File: config.mk
export PLATFORM = sky130hd
export DESIGN_NAME = qdiv
export DESIGN_NICKNAME = d
export VERILOG_FILES = /design/src/rtl/qfix_pkg.sv /design/src/rtl/qdiv.sv
export SDC_FILE = /design/constraint.sdc
export NUM_CORES = 1
export LEC_CHECK = 0
export BUFFER_PORTS_ARGS = -buffer_cell sky130_fd_sc_hd__clkbuf_2
export CAP_MARGIN = 40
export CORE_MARGIN = 1
export CORE_UTILIZATION = 45
export DETAILED_ROUTE_END_ITERATION = 16
export GPL_ROUTABILITY_DRIVEN = 0
export PLACE_DENSITY_LB_ADDON = 0.2
export SYNTH_ARGS = -nofsm -noshare
export SYNTH_HDL_FRONTEND = slang
export SYNTH_SLANG_ARGS = --single-unit
export TNS_END_PERCENT = 1
File: constraint.sdc
create_clock -name i_clk -period 5.5 [get_ports i_clk]
set_clock_uncertainty 0.05 [all_clocks]
set_input_delay 0.825 -clock i_clk [delete_from_list [all_inputs] [get_ports i_clk]]
set_output_delay 0.825 -clock i_clk [all_outputs]
set_load 0.01 [all_outputs]
File: src/rtl/qfix_pkg.sv
// Shared definitions for the signed-magnitude fixed-point arithmetic blocks:
// default format, divider FSM encoding and sign/magnitude field helpers.
package qfix_pkg;

  localparam int QFIX_Q = 15;
  localparam int QFIX_N = 32;

  typedef enum logic [1:0] {
    ST_IDLE = 2'd0,
    ST_CALC = 2'd1,
    ST_DONE = 2'd2
  } qfix_state_t;

  // Sign of a product or quotient of two signed-magnitude operands.
  function automatic logic sm_result_sign(input logic sign_a, input logic sign_b);
    return sign_a ^ sign_b;
  endfunction

  // A zero magnitude is always reported as positive zero.
  function automatic logic sm_fix_sign(input logic sign, input logic mag_zero);
    return sign & ~mag_zero;
  endfunction

endpackage

File: src/rtl/qdiv.sv
// Sequential signed-magnitude fixed-point divider: one quotient bit per clock
// using a restoring shift-subtract loop, handshaked by i_start / o_complete.
module qdiv
  import qfix_pkg::*;
#(
  parameter int Q = QFIX_Q,
  parameter int N = QFIX_N
) (
  input  logic         i_clk,
  input  logic         i_rst_n,
  input  logic         i_start,
  input  logic [N-1:0] i_dividend,
  input  logic [N-1:0] i_divisor,
  output logic [N-1:0] o_quotient,
  output logic         o_complete,
  output logic         o_busy,
  output logic         o_ovr,
  output logic         o_div_zero
);

  localparam int W  = N - 1 + Q;
  localparam int CW = $clog2(W + 1);
  localparam logic [CW-1:0] LAST = CW'(W - 1);

  qfix_state_t    state;
  logic [W-1:0]   num;      // numerator bits shift out the top, quotient bits shift in
  logic [N-1:0]   rem;
  logic [N-2:0]   dvsr;
  logic           sign_q;
  logic           dz_q;
  logic [CW-1:0]  cnt;

  logic [N-1:0]   rem_shift;
  logic           q_bit;
  logic [N-1:0]   rem_next;
  logic [W-1:0]   quo_next;
  logic           ovr_raw;
  logic [N-2:0]   final_mag;

  // NOTE: every always_comb output gets a default on every path, otherwise a
  // latch is inferred to hold the previous value.
  always_comb begin
    rem_shift = {rem[N-2:0], num[W-1]};
    q_bit     = (rem_shift >= {1'b0, dvsr});
    rem_next  = rem_shift;
    if (q_bit) begin
      rem_next = rem_shift - {1'b0, dvsr};
    end
    quo_next  = {num[W-2:0], q_bit};
    ovr_raw   = |quo_next[W-1:N-1];
    final_mag = ovr_raw ? '1 : quo_next[N-2:0];
  end

  // NOTE: all state is updated with non-blocking assignments so every register
  // sees the pre-edge values of the others, independent of statement order.
  always_ff @(posedge i_clk or negedge i_rst_n) begin
    if (!i_rst_n) begin
      state      <= ST_IDLE;
      num        <= '0;
      rem        <= '0;
      dvsr       <= '0;
      sign_q     <= 1'b0;
      dz_q       <= 1'b0;
      cnt        <= '0;
      o_quotient <= '0;
      o_complete <= 1'b0;
      o_busy     <= 1'b0;
      o_ovr      <= 1'b0;
      o_div_zero <= 1'b0;
    end else begin
      o_complete <= 1'b0;
      case (state)
        ST_IDLE, ST_DONE: begin
          state <= ST_IDLE;
          if (i_start) begin
            num        <= {i_dividend[N-2:0], {Q{1'b0}}};
            rem        <= '0;
            dvsr       <= i_divisor[N-2:0];
            sign_q     <= sm_result_sign(i_dividend[N-1], i_divisor[N-1]);
            dz_q       <= (i_divisor[N-2:0] == '0);
            cnt        <= '0;
            o_busy     <= (i_divisor[N-2:0] != '0);
            o_ovr      <= 1'b0;
            o_div_zero <= 1'b0;
            state      <= ST_CALC;
          end
        end

        ST_CALC: begin
          if (dz_q) begin
            // Zero divisor: no iterations, report saturated result on the next edge.
            o_quotient <= {sign_q, {(N-1){1'b1}}};
            o_ovr      <= 1'b1;
            o_div_zero <= 1'b1;
            o_complete <= 1'b1;
            dz_q       <= 1'b0;
            state      <= ST_DONE;
          end else begin
            num <= quo_next;
            rem <= rem_next;
            cnt <= cnt + CW'(1);
            if (cnt == LAST) begin
              o_quotient <= {sm_fix_sign(sign_q, final_mag == '0), final_mag};
              o_ovr      <= ovr_raw;
              o_busy     <= 1'b0;
              o_complete <= 1'b1;
              state      <= ST_DONE;
            end
          end
        end

        default: state <= ST_IDLE;
      endcase
    end
  end

endmodule

Word level (Yosys, flattened, before mapping)
Cells that the tools add are included. Widths: inputs -> output; s select.

Word-level logic and storage cells: 73. Bits in registers: 154.

Eq/ne operators: 8. Magnitude comparators: 1. Add/sub/neg operators: 2. Multiplexer cells: 32. Bitwise logic cells: 3. Reduce and logical (&&, ||, !) cells: 15.

Operators with widths (count): $mux 31 (4); $mux 46 (2); $pmux 46 s2 (1); $mux 32 (2); $logic_not 31->1 (2); $pmux 31 s2 (1); $ge 32x31->1 (1); $reduce_bool 31->1 (1); $sub 31x31->31 (1); $reduce_or 15->1 (1); $mux 1 (12); $mux 6 (2); $pmux 6 s2 (1); $reduce_and 3->1 (3); $ne 2x2->1 const B (4); $pmux 1 s2 (4); $add 6x1->6 const B (1); $eq 6x6->1 const B (1); $reduce_and 2->1 (3); $mux 2 (2); $pmux 2 s2 (1); $reduce_and 4->1 (1); $reduce_bool 2->1 (2); $ne 3x3->1 const B (1); 7 further kinds (7).

Depth between registers and ports, before layout
Depth after elaboration: 7. Mapped depth: 12. Depth with buffers taken out: 11.

Worst setup path before layout
OpenSTA, ideal clock, no wires.

Path type: register -> register. Start point: register num[45]. End point: register rem[24]. Period minus slack after synthesis: 2811 ps. Library setup time: 143 ps. Data arrival time: 2618 ps. Stages on the path, launching flop included: 13. Slack: 2689 ps. Required time: 5307 ps. Cell sequence: dfrtp_1 -> inv_1 -> ha_1 -> fa_1 -> nor2b_1 -> o211ai_1 -> a31oi_1 -> o22ai_1 -> a221oi_4 -> nor2_4 -> buf_2 -> a32oi_1 -> o21ai_0.

Word-level cells in the longest chain between the ends: 4. Elaborated cells on any way between the ends: 5. Classes of those cells: add/sub (1); order compare (1); mux (3).

RTL lines: from (decl) (RTL line qdiv.sv:26) `logic [W-1:0] num;`; from (signal assigned) (RTL line qdiv.sv:76) `num <= {i_dividend[N-2:0], {Q{1'b0}}};`; from (signal assigned) (RTL line qdiv.sv:99) `num <= quo_next;`; $sub 31x31->31 or $ge 32x31->1 (tied branches) (RTL line qdiv.sv:47, qdiv.sv:44); $mux 31 * (RTL line qdiv.sv:46) `if (q_bit) begin`; $mux 31 * (RTL line qdiv.sv:90) `if (dz_q) begin`; $pmux 31 s2 * (RTL line qdiv.sv:72) `case (state)`; to (signal assigned) (RTL line qdiv.sv:100) `rem <= rem_next;`; to (decl) (RTL line qdiv.sv:27) `logic [N-1:0] rem;`.

Mark *: on every way between the ends. The rest lies on a longest branch, timed or not. The select of a mux whose other input is x is not followed. A chain may end at the register's enable or synchronous reset.

Final worst setup path
Start point: register num[45]. End point: register rem[29].

Same word-level chain as after synthesis.

==> impl_metrics.csv <==
group,metric,value,unit
status,status,"finished clean",
drt,drc,0,
clocking,clockBufferDepth,2,
clocking,cts_resized,0,
drt,via_per_inst,5.531,
clocking,cts.sinks,154,
synth,yosysTopAreaCell,"dfrtp_1",
pwr,p_int,4.231,mW
sta,worst_slew_pin_slew,782.1,ps
clocking,hold_buffers,0,
global_route,grt_usage,21.87,%
critical_path,worstReg2RegStart,"num[45]",
global_route,grt_overflow,0,
clocking,htreeDepth,4,
critical_path,critPathArrivalTime,3810,ps
clocking,cts_made_buffers,17,
global_route,first_global_vias,6147,
layout,n_antenna_cell,0,
sta,fin_setup_tns,0,ps
clocking,cts_tree,"done",
sta,finalSetupViolations,0,
synth,ys_top_cells_by_area,"dfrtp_1 (47%), nand2_1 (7.2%), ha_1 (5.0%)",
sta,rsz0062_at_grt,"no",
synth,avgSynthCellArea,9.122,sq um
clocking,root_buffer,"clkbuf_16",
layout,area_delta_synth_final,15.63,%
clocking,clock_latency,430,ps
synth,synth_top_area_share,46.84,%
die,core_region_area,0.01796,sq mm
global_route,grt_max_degree,81,
synth,post-synth-top-count-cell,"nand2_1",
clocking,cts_setup_buffers,0,
synth,synth_area,0.008228,sq mm
pwr,power,7.644,mW
critical_path,r2r_setup_slack,2010,ps
pwr,pwr-share-comb,56.6,%
layout,layout-drive-gt1-share,16.97,%
critical_path,cp.required,5820,ps
sta,max_slew_margin,47.38,%
pwr,clkPwrFrac,15.1,%
die,io_pins,103,
synth,synth_cells,902,
pwr,powerDensity,803.4,mW/mm^2
critical_path,startpoint_type,"flip-flop",
critical_path,r2r_end,"rem[29]",
critical_path,path_class,"reg -> reg",
sta,finalHoldViolations,0,
pwr,seqPwrFrac,28.2,%
drt,drt_iter0_markers,337,
layout,nNetsFinal,1084,
pwr,p_switching,3.412,mW
synth,yosys-top-cells-count,"nand2_1 (157), dfrtp_1 (154), o21ai_0 (70)",
clocking,clkTransAtPathRegs,70,ps
placement,port-buffer-count,102,
placement,dp_hpwl,13910,um
worst_hold_path,hold_class,"in -> async",
sta,setup_ws,2008,ps
sta,report.final.slew_viol_count,0,
sta,min_period,3492,ps
die,die-area,0.01883,sq mm
synth,synthesis.nets,1003,
drt,wl_per_cell,16.13,um
sta,worst_hold_slack,381.9,ps
drt,ant_nets,0,
synth,synth_seq_cells,154,
pwr,netSwitchingFraction,44.64,%
critical_path,reg2reg_depth,12,
drt,dr.pass1.iters,5,
flow_run,cap_viol_max_count,0,
synth,ys.flop_type,"dfrtp_1",
synth,ys_seq_area_share,46.84,%
global_route,grt_pass1_wl,31660,um
critical_path,critPathCaptureType,"flip-flop",
placement,place_ws,2064,ps
synth,synth_cell_type_count,61,
die,fp.dieW,137.2,um
synth,synth_edf_count,0,
die,rows,49,
pwr,power.leakage,4.521,nW
pwr,peakVddDrop,0.3177,mV
synth,synth-async-reset-ratio,100.0,%
critical_path,crit_start,"num[45]",
die,die_h,137.2,um
drt,wl,19760,um
synth,ys.warnings.count,0,
drt,vias,6776,
sta,min_period_over_period,63.50,%
sta,fmax,0.2863,GHz
die,initial_core_util,45.80,%
global_route,antenna_found_initial,0,
critical_path,crit_fanout,23,
-- worst max path at each step --
stage / to / slack, ps / cells past startpoint
floorplan: rem[24] / 2690 / 12
global placement: rem[29] / 2210 / 12
detailed placement: rem[29] / 2060 / 12
CTS: rem[29] / 2030 / 12
global route: rem[0] / 1780 / 9
finish: rem[29] / 2010 / 12
-- metrics by stage --
stage | cell area [sq um] | std cells | utilization [%]
2_1_floorplan | 8228 | 902 | -
3_5_place_dp | 8937 | 1193 | 49.75
3_3_place_gp | 8932 | 1192 | 49.72
4_1_cts | 9514 | 1225 | 52.96
6_report | 9514 | 1225 | 52.96
5_1_grt | 9514 | 1225 | 52.96
-- kinds of logic after synthesis --
family / Yosys count / share of synthesized area (%)
and+or+nand+nor: 327 / 18.05
AOI/OAI and AO/OA: 236 / 18.95
xor gates and xnor gates: 28 / 2.980
buffers and inverters: 95 / 4.456
adders and majority gates: 34 / 5.262
muxes: 28 / 3.467
DFF: 154 / 46.84
-- state kept, by name, indices dropped and copies added, names as in the netlist --
signal      count
sign_q          1
dz_q            1
dvsr           31
o_div_zero      1
num            46
state           2
o_quotient     32
o_ovr           1
cnt             6
o_complete      1
rem            31
o_busy          1
-- metal layers --
layer / wire, um / vias up / GRT usage [%]
met4: 359 / 0 / 8.120
met1: 9865 / 3243 / 31.56
li1: - / 3354 / -
met3: 792 / 28 / 3.569
met5: 0 / - / 0
met2: 8744 / 151 / 32.91
-- power by group through the flow --
stage	clock (mW)	sequential (mW)	combinational (mW)
6_report	1.16	2.16	4.33
4_1_cts	1.18	2.15	4.33
3_5_place_dp	0	2.17	4.31
2_1_floorplan	0	2.11	3.33
5_1_grt	1.22	2.23	4.84
3_3_place_gp	0	2.16	4.25
-- final cells by class --
| cell class | count | area (sq um) |
|---|---|---|
| Clock buffer | 18 | 429.2 |
| Timing Repair Buffer | 115 | 611.8 |
| Inverter | 42 | 157.7 |
| Multi-Input combinational cell | 653 | 4028 |
| Sequential cell | 154 | 3854 |
| Fill cell | 1707 | 8449 |
| Tap cell | 229 | 286.5 |
| Clock inverter | 14 | 147.6 |
-- critical path: stages (launching register included) --
cell and delay, ps:
dfrtp_1 340, inv_1 50, ha_1 220, fa_1 420
nor2b_1 180, o211ai_1 130, a31oi_1 370, o22ai_1 240
a221oi_4 400, nor2_4 180, buf_4 310, o41ai_1 380
a221o_1 160
-- placed cells by master, fill, tap and decap left out, drive strengths merged, types with 4 or more instances in the layout --
master	instances
clkbuf	119
nand3	39
xnor2	12
xor2	16
o21ai	73
and3	4
a31oi	36
inv	51
nand2b	5
nor4	17
a21oi	31
dfrtp	154
nand2	157
or2	5
nor2	58
a21o	23
buf	14
ha	33
nand4	15
mux2i	24
o22a	29
nor3	12
o211ai	5
o21bai	7
nor2b	6
a32oi	6
mux2	4
Note: power is estimated with default switching activity, not from simulation.
